`config.mk`:
```
export PLATFORM = sky130hd
export DESIGN_NAME = multicycle_ctrl
export DESIGN_NICKNAME = d
export VERILOG_FILES = /design/src/rtl/rv32_pkg.sv /design/src/rtl/ctrl_opclass.sv /design/src/rtl/multicycle_ctrl.sv
export SDC_FILE = /design/constraint.sdc
export NUM_CORES = 1
export LEC_CHECK = 0
export ABC_AREA = 1
export BUFFER_PORTS_ARGS = -buffer_cell sky130_fd_sc_hd__buf_4
export CORE_UTILIZATION = 35
export DETAILED_ROUTE_END_ITERATION = 16
export PLACE_DENSITY_LB_ADDON = 0.08
export SLEW_MARGIN = 20
export SYNTH_ARGS = -nofsm -noshare
export SYNTH_HDL_FRONTEND = slang
export SYNTH_SLANG_ARGS = --single-unit
```
`constraint.sdc`:
```
create_clock -name clk -period 1.4 [get_ports clk]
set_input_delay 0.28 -clock clk [delete_from_list [all_inputs] [get_ports clk]]
set_output_delay 0.28 -clock clk [all_outputs]
set_load 0.02 [all_outputs]
```
`src/rtl/rv32_pkg.sv`:
```
// rtl/rv32_pkg.sv - shared encodings for the RV32I multi-cycle control path
package rv32_pkg;

   // Controller sequencing states
   typedef enum logic [2:0] {
      S_BOOT,
      S_FETCH,
      S_DECODE,
      S_EXEC,
      S_MEM,
      S_WB,
      S_TRAP
   } state_t;

   // Major opcodes, inst[6:2]; shared with the immediate generator
   localparam logic [4:0] OPC_LOAD     = 5'b00000;
   localparam logic [4:0] OPC_MISC_MEM = 5'b00011;
   localparam logic [4:0] OPC_OP_IMM   = 5'b00100;
   localparam logic [4:0] OPC_AUIPC    = 5'b00101;
   localparam logic [4:0] OPC_STORE    = 5'b01000;
   localparam logic [4:0] OPC_OP       = 5'b01100;
   localparam logic [4:0] OPC_LUI      = 5'b01101;
   localparam logic [4:0] OPC_BRANCH   = 5'b11000;
   localparam logic [4:0] OPC_JALR     = 5'b11001;
   localparam logic [4:0] OPC_JAL      = 5'b11011;
   localparam logic [4:0] OPC_SYSTEM   = 5'b11100;

   // Next-PC source select
   localparam logic [1:0] PC_PLUS4 = 2'b00;
   localparam logic [1:0] PC_ALU   = 2'b01;
   localparam logic [1:0] PC_JALR  = 2'b10;

   // ALU operation select
   localparam logic [1:0] ALU_ADD    = 2'b00;
   localparam logic [1:0] ALU_FUNCT  = 2'b01;
   localparam logic [1:0] ALU_PASS_B = 2'b10;

   // Register file write-back source select
   localparam logic [1:0] WB_ALU = 2'b00;
   localparam logic [1:0] WB_MEM = 2'b01;
   localparam logic [1:0] WB_PC4 = 2'b10;

   // One-hot instruction class produced by ctrl_opclass
   typedef struct packed {
      logic alu_r;
      logic alu_i;
      logic load;
      logic store;
      logic branch;
      logic jal;
      logic jalr;
      logic lui;
      logic auipc;
      logic nop;
      logic illegal;
   } opclass_t;

endpackage

```
`src/rtl/ctrl_opclass.sv`:
```
// rtl/ctrl_opclass.sv - opcode field to one-hot instruction class
import rv32_pkg::*;

module ctrl_opclass (
   input  logic [6:0] opcode,
   output opclass_t   cls
);

   // Anything without the 32-bit length marker or with an unlisted opcode is illegal
   always_comb begin
      cls = '0;
      if (opcode[1:0] != 2'b11) begin
         cls.illegal = 1'b1;
      end else begin
         case (opcode[6:2])
            OPC_OP:       cls.alu_r   = 1'b1;
            OPC_OP_IMM:   cls.alu_i   = 1'b1;
            OPC_LOAD:     cls.load    = 1'b1;
            OPC_STORE:    cls.store   = 1'b1;
            OPC_BRANCH:   cls.branch  = 1'b1;
            OPC_JAL:      cls.jal     = 1'b1;
            OPC_JALR:     cls.jalr    = 1'b1;
            OPC_LUI:      cls.lui     = 1'b1;
            OPC_AUIPC:    cls.auipc   = 1'b1;
            OPC_MISC_MEM: cls.nop     = 1'b1;
            OPC_SYSTEM:   cls.nop     = 1'b1;
            default:      cls.illegal = 1'b1;
         endcase
      end
   end

endmodule

```
`src/rtl/multicycle_ctrl.sv`:
```
// rtl/multicycle_ctrl.sv - multi-cycle RV32I control FSM
import rv32_pkg::*;

module multicycle_ctrl (
   input  logic        clk,
   input  logic        rst_n,
   input  logic [31:0] inst,
   input  logic        mem_ready,
   input  logic        br_taken,
   output logic        ir_we,
   output logic        mem_req,
   output logic        mem_we,
   output logic        mem_isel,
   output logic        reg_we,
   output logic        pc_we,
   output logic [1:0]  pc_sel,
   output logic        alu_a_sel,
   output logic        alu_b_sel,
   output logic [1:0]  alu_op,
   output logic [1:0]  wb_sel,
   output logic        retire,
   output logic        illegal
);

   state_t   state;
   state_t   state_nx;
   opclass_t cls;

   // Only the opcode field steers control; the rest of inst feeds the datapath
   logic unused_inst;
   assign unused_inst = ^inst[31:7];

   ctrl_opclass u_opclass (
      .opcode (inst[6:0]),
      .cls    (cls)
   );

   // State register; reset lands in BOOT, where every output is low
   always_ff @(posedge clk or negedge rst_n) begin
      if (!rst_n) begin
         state <= S_BOOT;
      end else begin
         state <= state_nx;
      end
   end

   // Next-state and Moore outputs, with mem_ready/br_taken qualifying only the handshake terms
   always_comb begin
      state_nx  = state;
      ir_we     = 1'b0;
      mem_req   = 1'b0;
      mem_we    = 1'b0;
      mem_isel  = 1'b0;
      reg_we    = 1'b0;
      pc_we     = 1'b0;
      pc_sel    = PC_PLUS4;
      alu_a_sel = 1'b0;
      alu_b_sel = 1'b0;
      alu_op    = ALU_ADD;
      wb_sel    = WB_ALU;
      retire    = 1'b0;
      illegal   = 1'b0;

      // ALU operand/op selection is held through MEM so the address stays valid
      if (state == S_EXEC || state == S_MEM) begin
         alu_a_sel = cls.branch | cls.jal | cls.auipc;
         alu_b_sel = cls.alu_i | cls.load | cls.store | cls.branch |
                     cls.jal | cls.jalr | cls.lui | cls.auipc;
         if (cls.alu_r || cls.alu_i) begin
            alu_op = ALU_FUNCT;
         end else if (cls.lui) begin
            alu_op = ALU_PASS_B;
         end
      end

      case (state)
         S_BOOT: begin
            state_nx = S_FETCH;
         end
         S_FETCH: begin
            mem_req  = 1'b1;
            mem_isel = 1'b1;
            if (mem_ready) begin
               ir_we    = 1'b1;
               state_nx = S_DECODE;
            end
         end
         S_DECODE: begin
            state_nx = cls.illegal ? S_TRAP : S_EXEC;
         end
         S_EXEC: begin
            if (cls.branch) begin
               pc_we    = 1'b1;
               pc_sel   = br_taken ? PC_ALU : PC_PLUS4;
               retire   = 1'b1;
               state_nx = S_FETCH;
            end else if (cls.nop) begin
               pc_we    = 1'b1;
               retire   = 1'b1;
               state_nx = S_FETCH;
            end else if (cls.load || cls.store) begin
               state_nx = S_MEM;
            end else if (cls.illegal) begin
               state_nx = S_TRAP;
            end else begin
               state_nx = S_WB;
            end
         end
         S_MEM: begin
            mem_req = 1'b1;
            mem_we  = cls.store;
            if (mem_ready) begin
               if (cls.store) begin
                  pc_we    = 1'b1;
                  retire   = 1'b1;
                  state_nx = S_FETCH;
               end else begin
                  state_nx = S_WB;
               end
            end
         end
         S_WB: begin
            reg_we   = 1'b1;
            pc_we    = 1'b1;
            retire   = 1'b1;
            state_nx = S_FETCH;
            if (cls.load) begin
               wb_sel = WB_MEM;
            end else if (cls.jal || cls.jalr) begin
               wb_sel = WB_PC4;
            end
            if (cls.jal) begin
               pc_sel = PC_ALU;
            end else if (cls.jalr) begin
               pc_sel = PC_JALR;
            end
         end
         S_TRAP: begin
            illegal = 1'b1;
         end
         default: begin
            state_nx = S_BOOT;
         end
      endcase
   end

endmodule

```
==> results.md, run 1 <==
* Area of the mapped netlist at roughly 540 um2
* Worst-Skew Late Latency at 230 ps
* Leak at roughly 0.66 nW
* Crit end category: primary output
* CP Cell Sequence: inv_2 > nor2_4 > inv_2 > buf_4 > buf_4 > a21oi_2 > buf_6
* Synth Register Bits at 3
* Slowest CP cell: dfrtp_1
* Vias at 932
* Core ar. at 1370 um2
* Power density cells at roughly 1400 nW/um2
* First-pass GRT wire length at 3.00 mm
* Die Span X at 41.2 um
* Die footprint at 1690 um2
* Achievable Freq at 0.575 GHz
* GPL Wtd Cong at approximately 0.85
* Largest regs: state: 3 flops
* Vias per cell at 5.09
* # fillers at 60
* TritonRoute pass-1 iters at 4
* Outcome: finished, violations left
* Peak supply drop at 1.58 mV
* Worst path bufs/invs at 5
* I/O Buffers at 26
* Initial Util at 0.393
* Synthesis-to-layout area growth at 130%
* Min-delay worst type: input port to register
* DR WL/cell at around 14 um
* Sequential element share of the synthesized area at 0.140
* Initial antenna violation count at 0
* Clock root buffer master: clkbuf_4
* Relative slew slack at 0.752
* Critical path fanouts, max at 4
* Initial DRC Count at 44
* Die height at 41.2 um
* Final Hold Vio Count at 0
* Setup TNS at -4350 ps
* Max-Cap Viols at 0
* Fin nets at about 210
* CTS max path bufs at 2
* HPWL Detailed at 1.49 mm
* Gr ovfl total at 0
* Power, Total at 1.75 mW
* Num rows at 13
* Largest net degree at the start of global routing at 7
* Worst-Margin Slew at 370 ps
* Violated checks: negative setup slack
* Total length of routed wires at 2.58 mm
* YS warnings at 0
* Critical path's largest stage delay at 420 ps
* Syn_nets at 138
* Max-slew violation count at 0
* H-tree depth at 1
* Vias in the first global route at 772
* Setup slack after layout at -339 ps
* Worst Skew at 0.741 ps
* Family with the most delay on the worst path: buffers and inverters
* Max reg flops at 3
* Critical path data required time at 1120 ps
* Startpoint Class: register
* CTS Buf Count at 3
* DRC Markers at 0
* Unrepaired setup endpoints after global routing: true
* Reg clk slew, reported paths at 40 ps
* Fin crit period at 1740 ps
* Fin crit share at 1.24
* Synthesized area per cell at 5.26 um2
* Clock Sinks at 3
* CTS tree: built
* Dpl ws at -166 ps
* Worst EP arrival at 1460 ps
* Synth Instances at 102
* Synth cell types at 20
* Setup Viol. Count Final at 19
* Crit Path Class: register to primary output
* Share of cells above drive strength 1 at 0.595
* Boundary pin count at 52
* GRT Overall Usage at 0.262
* Diode count at 0
* Antenna-violating nets left at 0
* Largest Register: state
## repair_timing
action | CTS | global route
gates resized for setup | 20 | 11
hold buffers | 1 | 0
pin swaps | 9 | 7
endpoints found under the setup margin | 15 | 18
endpoints found under the hold margin | 3 | 0
buffers inserted | 2 | 4
## area by class of cell
type | instances | area [um2] | area share
clock buffer | 4 | 26.3 | 0.0213
tap | 15 | 18.8 | 0.0152
inverter | 19 | 71.3 | 0.0579
timing repair buffer | 63 | 543 | 0.441
sequential | 3 | 75.1 | 0.0609
multi-input combinational | 79 | 498 | 0.404
## worst paths after layout
| path | cells past startpoint | endpoint | slack [ps] | from |
|---|---|---|---|---|
| worst max register to register | 11 | state[1]$_DFFE_PN0P_ | -100 | state[2]$_DFFE_PN0P_ |
| worst min-delay path | 4 | state[0]$_DFFE_PN0P_ | 360 | mem_ready |
| min in group asynchronous | 2 | state[1]$_DFFE_PN0P_ | 390 | rst_n |
| worst min register to register | 3 | state[1]$_DFFE_PN0P_ | 670 | state[0]$_DFFE_PN0P_ |
| worst max-delay path | 7 | alu_op[1] | -340 | state[1]$_DFFE_PN0P_ |
| max in group asynchronous | 2 | state[0]$_DFFE_PN0P_ | 920 | rst_n |
## cells in the mapped netlist
master / number / share of area
a21oi_1: 4 / 0.037
buf_4: 1 / 0.014
dfrtp_1: 3 / 0.14
inv_1: 18 / 0.13
inv_2: 1 / 0.0070
nand2_1: 33 / 0.23
nand2_2: 4 / 0.047
nand3_1: 5 / 0.047
nand3_2: 1 / 0.019
nand3b_2: 1 / 0.021
nand4_1: 4 / 0.047
nor2_1: 16 / 0.11
nor2_2: 1 / 0.012
nor3_1: 3 / 0.028
nor3_4: 1 / 0.030
nor4_1: 1 / 0.012
o211ai_1: 2 / 0.028
o21ai_2: 1 / 0.016
o22ai_1: 1 / 0.012
o311ai_1: 1 / 0.016
## tightest hold or removal path, delay by kind of cell
family / cells / cell delay, ps
buffers and inverters: 2 / 170
and+or+nand+nor: 2 / 90
## cell families after synthesis
group,synth area share
simple gates,0.604
buf+inv,0.147
compound gates,0.110
flops,0.140
## per-stage QoR
stage / util / cell area (um2) / instances / hold WS, ps
CTS: 0.847 / 1160 / 179 / 358
global route: 0.902 / 1230 / 183 / 361
finish: 0.902 / 1230 / 183 / 359
floorplan: - / 608 / 102 / -15.6
detailed placement: 0.761 / 1040 / 172 / 68.8
global placement: 0.761 / 1040 / 172 / 68.3
## layout by cell type (no fill, tap or decap), drive strengths merged, types with 2 or more instances in the layout
cell,instances
buf,62
nand2,37
inv,19
nor2,17
nand3,6
nand4,4
a21oi,4
clkbuf,4
nor3,4
dfrtp,3
o211ai,2
## report_power, final
group          internal, mW  total, mW  switching [mW]
combinational         0.660       1.42           0.759
clock                 0.107      0.152          0.0448
sequential            0.133      0.183          0.0500
## routing by layer
| metal | share of wire | GRT usage | routed length, um | vias up |
|---|---|---|---|---|
| met5 | 0 | 0 | 0 | - |
| met4 | 0.024 | 0.0968 | 61 | 0 |
| met3 | 0.067 | 0.0217 | 174 | 6 |
| met2 | 0.52 | 0.473 | 1350 | 53 |
| met1 | 0.38 | 0.318 | 992 | 417 |
| li1 | - | - | - | 456 |
Power figures use the tool's default switching activity.
==> inputs of run 2 (changes only) <==
Settings changed: SETUP_SLACK_MARGIN set to 0.3, SKIP_LAST_GASP set to 1.
==> run 2 against run 1 <==
The flow now stops in global routing (5_1_grt); synthesized area did not move; synthesized cell count is the same.
==> results.md, run 2 <==
* CTS Buf Count at 3 (unchanged)
* Worst EP Category: primary output
* Exit stage: global routing (5_1_grt)
* Largest net degree at the start of global routing at 6
* Syn_nets at 138 (unchanged)
* GPL Wtd Cong at 0.879 (+3.4%)
* Synth Register Bits at 3 (unchanged)
* Post-synth top cells: nand2_1, inv_1, nor2_1
* Top FF cell, synth: dfrtp_1
* Synth cell types at 20 (unchanged)
* H-tree depth at 1 (unchanged)
* Yosys top cell area share at 0.231 (unchanged)
* I/O Buffers at 26 (unchanged)
* CTS max path bufs at 2 (unchanged)
* Err: [ERROR DPL-0038] Utilization greater than 100%, impossible to legalize
* Synth Instances at 102 (unchanged)
* Outcome: stopped before the end
* Cell taking the most area after synthesis: nand2_1
* Initial Util at 0.393 (unchanged)
* YS warnings at 0 (unchanged)
* Die Span X at 41.2 um (unchanged)
* Sequential element share of the synthesized area at 0.140 (unchanged)
* Area of the mapped netlist at 537 um2 (unchanged)
* Post-synth EDFFs at 0 (unchanged)
* Boundary pin count at 52 (unchanged)
* Most common cell in the netlist: nand2_1
* Die height at 41.2 um (unchanged)
* Clock Sinks at 3 (unchanged)
* Worst Endpoint after GRT Repair: alu_b_sel
* Inst Count DP at 173 (+0.58%)
* Async S/R FF share, synth at 1.00 (unchanged)
* Synthesized area per cell at 5.26 um2 (unchanged)
* Clock root buffer master: clkbuf_4
* HPWL Detailed at 1.57 mm (+5.3%)
* Num rows at 13 (unchanged)
* Synth area leaders: nand2_1, dfrtp_1, inv_1, nor2_1, nand2_2
[run 2: kinds of logic after synthesis]
logic type | after synthesis | share of synthesized area
flops | 3 | 0.140
simple gates | 70 | 0.604
compound gates | 9 | 0.110
buf+inv | 20 | 0.147
[run 2: timing repair]
item / 4_1_cts
endpoints found under the hold margin: 3
gates resized for setup: 33
setup buffers: 6
setup endpoints to repair: 19
hold buffers: 1
pin swaps: 14
[run 2: metrics by stage]
| stage | setup TNS, ps | setup WS (ps) | util | hold slack, ps | cell area (um2) |
|---|---|---|---|---|---|
| after CTS | -3300 | -276 | 0.919 | 375 | 1260 |
| after detailed placement | -1210 | -184 | 0.770 | 68.7 | 1050 |
| after global placement | -874 | -159 | 0.770 | 68.9 | 1050 |
| after floorplan | -819 | -169 | - | -15.6 | 613 |
==> inputs of run 3 (changes only) <==
Settings changed: CORE_AREA set to 2 2 63 65, CORE_UTILIZATION 35 to not set, DIE_AREA set to 0 0 65 67, PLACE_DENSITY_LB_ADDON 0.08 to 0.15, SETUP_SLACK_MARGIN 0.3 to not set.
==> run 3 against run 2 <==
The flow now finishes, with violations (negative setup slack).
==> results.md, run 3 (synthesized netlist as in run 1, its figures left out) <==
* Vias at 895
* Hold Path End: state[0]$_DFFE_PN0P_
* Register-to-Register Path Depth at 9
* Vias in the first global route at 859
* Fin crit share at 1.17
* Commonest non-fill, non-tap cell in the layout: buf_4
* # fillers at 388
* Outcome: finished, violations left
* GRT Overall Usage at 0.105
* Max-Cap Viols at 0
* Power, Total at 2.01 mW
* Initial DRC Count at 25
* Max-slew violation count at 0
* Worst Skew at 0.899 ps
* Die Span X at 65 um (+58%)
* Power density cells at roughly 1400 nW/um2
* Critical path data required time at 1120 ps
* Worst-Skew Late Latency at between 200 and 250 ps
* Largest net degree at the start of global routing at 7
* Multi-input gate area at 542 um2
* Fin nets at 212
* TritonRoute pass-1 iters at 4
* HPWL Detailed at 1.67 mm (+6.9%)
* Reg clk slew, reported paths at 30 ps
* Crit end category: primary output
* CTS Buf Count at 3 (unchanged)
* Initial antenna violation count at 0
* Crit Path Class: register to primary output
* DRC Markers at 0
* Initial Util at 0.149 (-0.244)
* Largest Register: state
* Startpoint Class: register
* Setup slack after layout at -233 ps
* CTS tree: built
* Synthesis-to-layout area growth at 163%
* Clock Sinks at 3 (unchanged)
* Worst-Margin Slew at roughly 280 ps
* H-tree depth at 1 (unchanged)
* Max reg flops at 3
* Core ar. at 3610 um2
* Setup Viol. Count Final at 16
* Share of cells above drive strength 1 at 0.674
* Dpl ws at -194 ps (-9.45 ps)
* Clock root buffer master: clkbuf_8
* CTS max path bufs at 2 (unchanged)
* Relative slew slack at 0.810
* Critical path fanouts, max at 3
* Diode count at 0
* Hold Path Depth at 4
* Gr ovfl total at 0
* Leak at 0.715 nW
* Register area at 77.6 um2
* Final core occ at 0.392
* Vias per cell at approximately 4.0
* Die footprint at 4360 um2
* Worst hold slack at about 370 ps
* Worst EP arrival at roughly 1400 ps
* Boundary pin count at 52 (unchanged)
* Total length of routed wires at 2.24 mm
* Most frequent cells in the layout: buf_4, nand2_1, buf_6, inv_1, nand2_2
* Unrepaired setup endpoints after global routing: true
* Antenna-violating nets left at 0
* GPL Wtd Cong at 0.760 (-14%)
* Peak supply drop at between 0.4 and 0.5 mV
* Achievable Freq at 0.612 GHz
* Largest regs: state: 3 flops
* Final Hold Vio Count at 0
* Setup crit start: state[2]$_DFFE_PN0P_
* Fin crit period at 1630 ps
* I/O Buffers at 26 (unchanged)
* Worst r2r src: state[1]$_DFFE_PN0P_
* Min-delay worst type: input port to register
* Register-to-register setup slack at approximately 10 ps
* Hold Path Origin: mem_ready
* Die height at 67 um (+63%)
* DR WL/cell at 10.0 um
* Worst r2r dst: state[0]$_DFFE_PN0P_
* Num rows at 22 (+9)
* Violated checks: negative setup slack
* First-pass GRT wire length at 3.68 mm
[run 3: power breakdown]
part           switching, mW  internal [mW]
sequential            0.0511          0.139
clock                 0.0512          0.194
combinational          0.793          0.783
[run 3: stage by stage]
step	setup TNS [ps]	std cells	cell area [um2]
2_1_floorplan	-836	102	608
3_3_place_gp	-1530	204	1070
3_5_place_dp	-1720	204	1070
4_1_cts	-2560	217	1290
5_1_grt	-3660	223	1410
6_report	-2520	223	1410
[run 3: final cells by class]
class                           instances  share of cell area
Clock buffer                            4              0.0319
Inverter                               19              0.0523
Multi-Input combinational cell         79               0.384
Sequential cell                         3              0.0549
Tap cell                               48              0.0425
Timing Repair Buffer                   70               0.435
[run 3: worst max-delay path by stage]
| stage | to | slack, ps | cells after the start |
|---|---|---|---|
| after global routing | pc_sel[0] | -300 | 6 |
| after global placement | pc_we | -170 | 9 |
| after detailed placement | alu_b_sel | -190 | 8 |
| after CTS | alu_b_sel | -240 | 7 |
| after floorplan | alu_b_sel | -170 | 7 |
| final | pc_we | -230 | 7 |
[run 3: routing by layer]
layer | vias to the layer above | routed length (um) | global-route usage
li1 | 473 | - | -
met3 | 2 | 56 | 0.0135
met2 | 13 | 1200 | 0.210
met1 | 407 | 958 | 0.117
met5 | - | 0 | 0
met4 | 0 | 16 | 0.0239
[run 3: what timing repair did]
| action | 4_1_cts | 5_1_grt |
|---|---|---|
| resized for setup | 28 | 22 |
| buffers inserted | 9 | 6 |
| setup endpoints to repair | 15 | 19 |
| endpoints found under the hold margin | 3 | 0 |
| pin swaps | 9 | 8 |
| hold buffers | 1 | 0 |
[run 3: critical path, stage by stage (launching register included)]
cell and delay [ps]:
dfrtp_1 380, buf_4 160, nand3_4 100, buf_6 120, nor2_4 40, a21oi_2 130, nand2_2 70, buf_4 150
==> inputs of run 4 (changes only) <==
Clock period 1.4 ns to 1.5 ns, I/O delays scaled along.
==> run 4 against run 3 <==
The flow still finishes with violations (negative setup slack); setup slack gained 27 ps; non-clock buffer count shrank 3; core utilization fell by 2.7 points; sequential share of layout area rose by 0.22 points; die area did not move; clock power is 7% lower; critical path depth shrank 1; sequential power fell by 12%; hold slack improved by 23 ps; combinational power fell by 20%; cell area down 6.9%; clock skew grew 3.4 ps.
==> results.md, run 4 (synthesized netlist as in run 1, its figures left out) <==
* CP Cell Sequence: inv_2 > nand3_4 > nand2_4 > nand2_4 > o211ai_1 > buf_4
* Antenna-violating nets left at 0 (unchanged)
* CTS max path bufs at 2 (unchanged)
* GRT Overall Usage at 0.105 (-0.000394)
* Comb pwr share at 0.762 (-0.022)
* Commonest non-fill, non-tap cell in the layout: buf_4
* Critical path's largest stage delay at 420 ps (+40 ps)
* Worst r2r src: state[2]$_DFFE_PN0P_
* Crit Path Class: register to primary output
* Fin crit share at 1.14
* Unrepaired setup endpoints after global routing: true
* Die Span X at 65 um (unchanged)
* Diode count at 0 (unchanged)
* I/O Buffers at 26 (unchanged)
* Setup slack after layout at -206 ps (+26.6 ps)
* DRC Markers at 0 (unchanged)
* Placed Area at 1100 um2 (+2.1%)
* Register-to-Register Path Depth at 10 (+1)
* DR WL/cell at 9.80 um (-2.2%)
* Min-delay worst type: input port to register
* Register-to-register setup slack at 140 ps (+130 ps)
* Initial antenna violation count at 0 (unchanged)
* Vias in the first global route at 898 (+4.5%)
* HPWL Detailed at 1.70 mm (+1.8%)
* Achievable Freq at a little under 0.6 GHz
* Initial DRC Count at 12 (-52%)
* Largest net degree at the start of global routing at 7 (unchanged)
* CTS Buf Count at 3 (unchanged)
* Leak at 0.695 nW (-2.8%)
* CTS tree: built
* Die footprint at 4360 um2 (unchanged)
* Largest regs: state: 3 flops
* CP Depth at 6 (-1)
* Outcome: finished, violations left
* Final core occ at 0.365 (-0.0271)
* CP endpoint: alu_b_sel
* Worst EP arrival at 1410 ps (+60 ps)
* Worst-Margin Slew at 342 ps (+58.2 ps)
* Relative slew slack at 0.770 (-0.0404)
* Crit end category: primary output
* Clock root buffer master: clkbuf_8
* Worst r2r dst: state[1]$_DFFE_PN0P_
* Family with the most delay on the worst path: flip-flops
* Critical path data required time at 1200 ps (+80 ps)
* Power density cells at 1260 nW/um2 (-11%)
* H-tree depth at 1 (unchanged)
* Switching share of power at 0.455 (+0.0101)
* Clock Sinks at 3 (unchanged)
* Share of cells above drive strength 1 at 0.634 (-0.0406)
* Hold Path Depth at 4 (unchanged)
* Final Hold Vio Count at 0 (unchanged)
* TritonRoute pass-1 iters at 4 (unchanged)
* Fin nets at 209 (-1.4%)
* Slowest CP cell: dfrtp_1
* Max-slew violation count at 0 (unchanged)
* Reg power frac at 0.101 (+0.006)
* Total length of routed wires at 2.16 mm (-3.5%)
* GPL Wtd Cong at 0.811 (+6.7%)
* Synthesis-to-layout area growth at 145%
* Startpoint Class: register
* Gr ovfl total at 0 (unchanged)
* Num rows at 22 (unchanged)
* Core ar. at 3610 um2 (unchanged)
* Power, Total at 1.66 mW (-17%)
* Worst hold slack at 389 ps (+22.9 ps)
* Setup Viol. Count Final at 15 (-1)
* Die height at 67 um (unchanged)
* Max reg flops at 3 (unchanged)
* First-pass GRT wire length at 3.66 mm (-0.73%)
* Setup crit start: state[0]$_DFFE_PN0P_
* Vias at 873 (-2.5%)
* Critical path fanouts, max at 3 (unchanged)
* Violated checks: negative setup slack
* Initial Util at 0.149 (unchanged)
* Max-Cap Viols at 0 (unchanged)
* Final instance area at 1320 um2 (-6.9%)
* Worst Skew at 4.32 ps (+3.42 ps)
* Clock Power Share at 0.137 (+0.015)
* Worst-Skew Late Latency at 210 ps (about the same)
* Peak supply drop at 0.483 mV (+21%)
* Most frequent cells in the layout: buf_4, nand2_1, buf_6, inv_1
* NetSw at 0.757 mW (-15%)
* Largest Register: state
* Worst path bufs/invs at 2 (-1)
* Vias per cell at 3.97 (-1.1%)
* Boundary pin count at 52 (unchanged)
* Fin crit period at approximately 1700 ps
* Worst path most repeated cell: nand2_4
* Int Pwr at 0.906 mW (-19%)
* Reg clk slew, reported paths at 30 ps (about the same)
-- run 4: how the worst min path moves through the flow --
stage / start / end / slack [ps]
2_1_floorplan: rst_n / state[0]$_DFFE_PN0P_ / 4
3_3_place_gp: rst_n / state[2]$_DFFE_PN0P_ / 90
3_5_place_dp: rst_n / state[2]$_DFFE_PN0P_ / 90
4_1_cts: mem_ready / state[0]$_DFFE_PN0P_ / 390
5_1_grt: mem_ready / state[0]$_DFFE_PN0P_ / 410
6_report: mem_ready / state[0]$_DFFE_PN0P_ / 390
-- run 4: area by class of cell --
class                           instances  area [um2]
Clock buffer                            4        45.0
Fill cell                             387        2290
Multi-Input combinational cell         79         503
Inverter                               19        73.8
Timing Repair Buffer                   67         558
Sequential cell                         3        75.1
Tap cell                               48        60.1
-- run 4: metrics by stage --
step,setup slack (ps),TNS (ps),std cells
6_report,-206,-1710,220
5_1_grt,-251,-2800,220
4_1_cts,-184,-1590,218
2_1_floorplan,-89.3,-356,102
3_3_place_gp,-121,-708,208
3_5_place_dp,-161,-972,208
-- run 4: what timing repair did --
action                                 CTS  global route
gates resized for setup                 19            15
buffers inserted                         5             2
pin swaps                                6            10
endpoints found under the hold margin    3             0
setup endpoints to repair               15            15
hold buffers                             1             0
-- run 4: layer usage --
layer,vias to the layer above,global-route usage,routed length [um]
met5,-,0,0
li1,462,-,-
met3,0,0.0236,68
met1,394,0.130,959
met2,17,0.188,1130
met4,0,0.0160,0
-- run 4: power by group through the flow --
stage / registers [mW] / logic, mW / clock network (mW)
after floorplan: 0.174 / 0.556 / 0
after global placement: 0.171 / 0.987 / 0
after detailed placement: 0.173 / 0.985 / 0
after CTS: 0.168 / 1.15 / 0.234
after global routing: 0.174 / 1.39 / 0.250
final: 0.168 / 1.27 / 0.228
-- run 4: worst register-to-register path, cell delays in order (launching register included) --
cell	delay (ps)
dfrtp_1	380
inv_2	80
nand2_4	50
buf_4	150
nor2_4	90
inv_2	70
buf_4	130
nor2_1	120
nor3_1	70
nand2_1	70
nand2_1	40
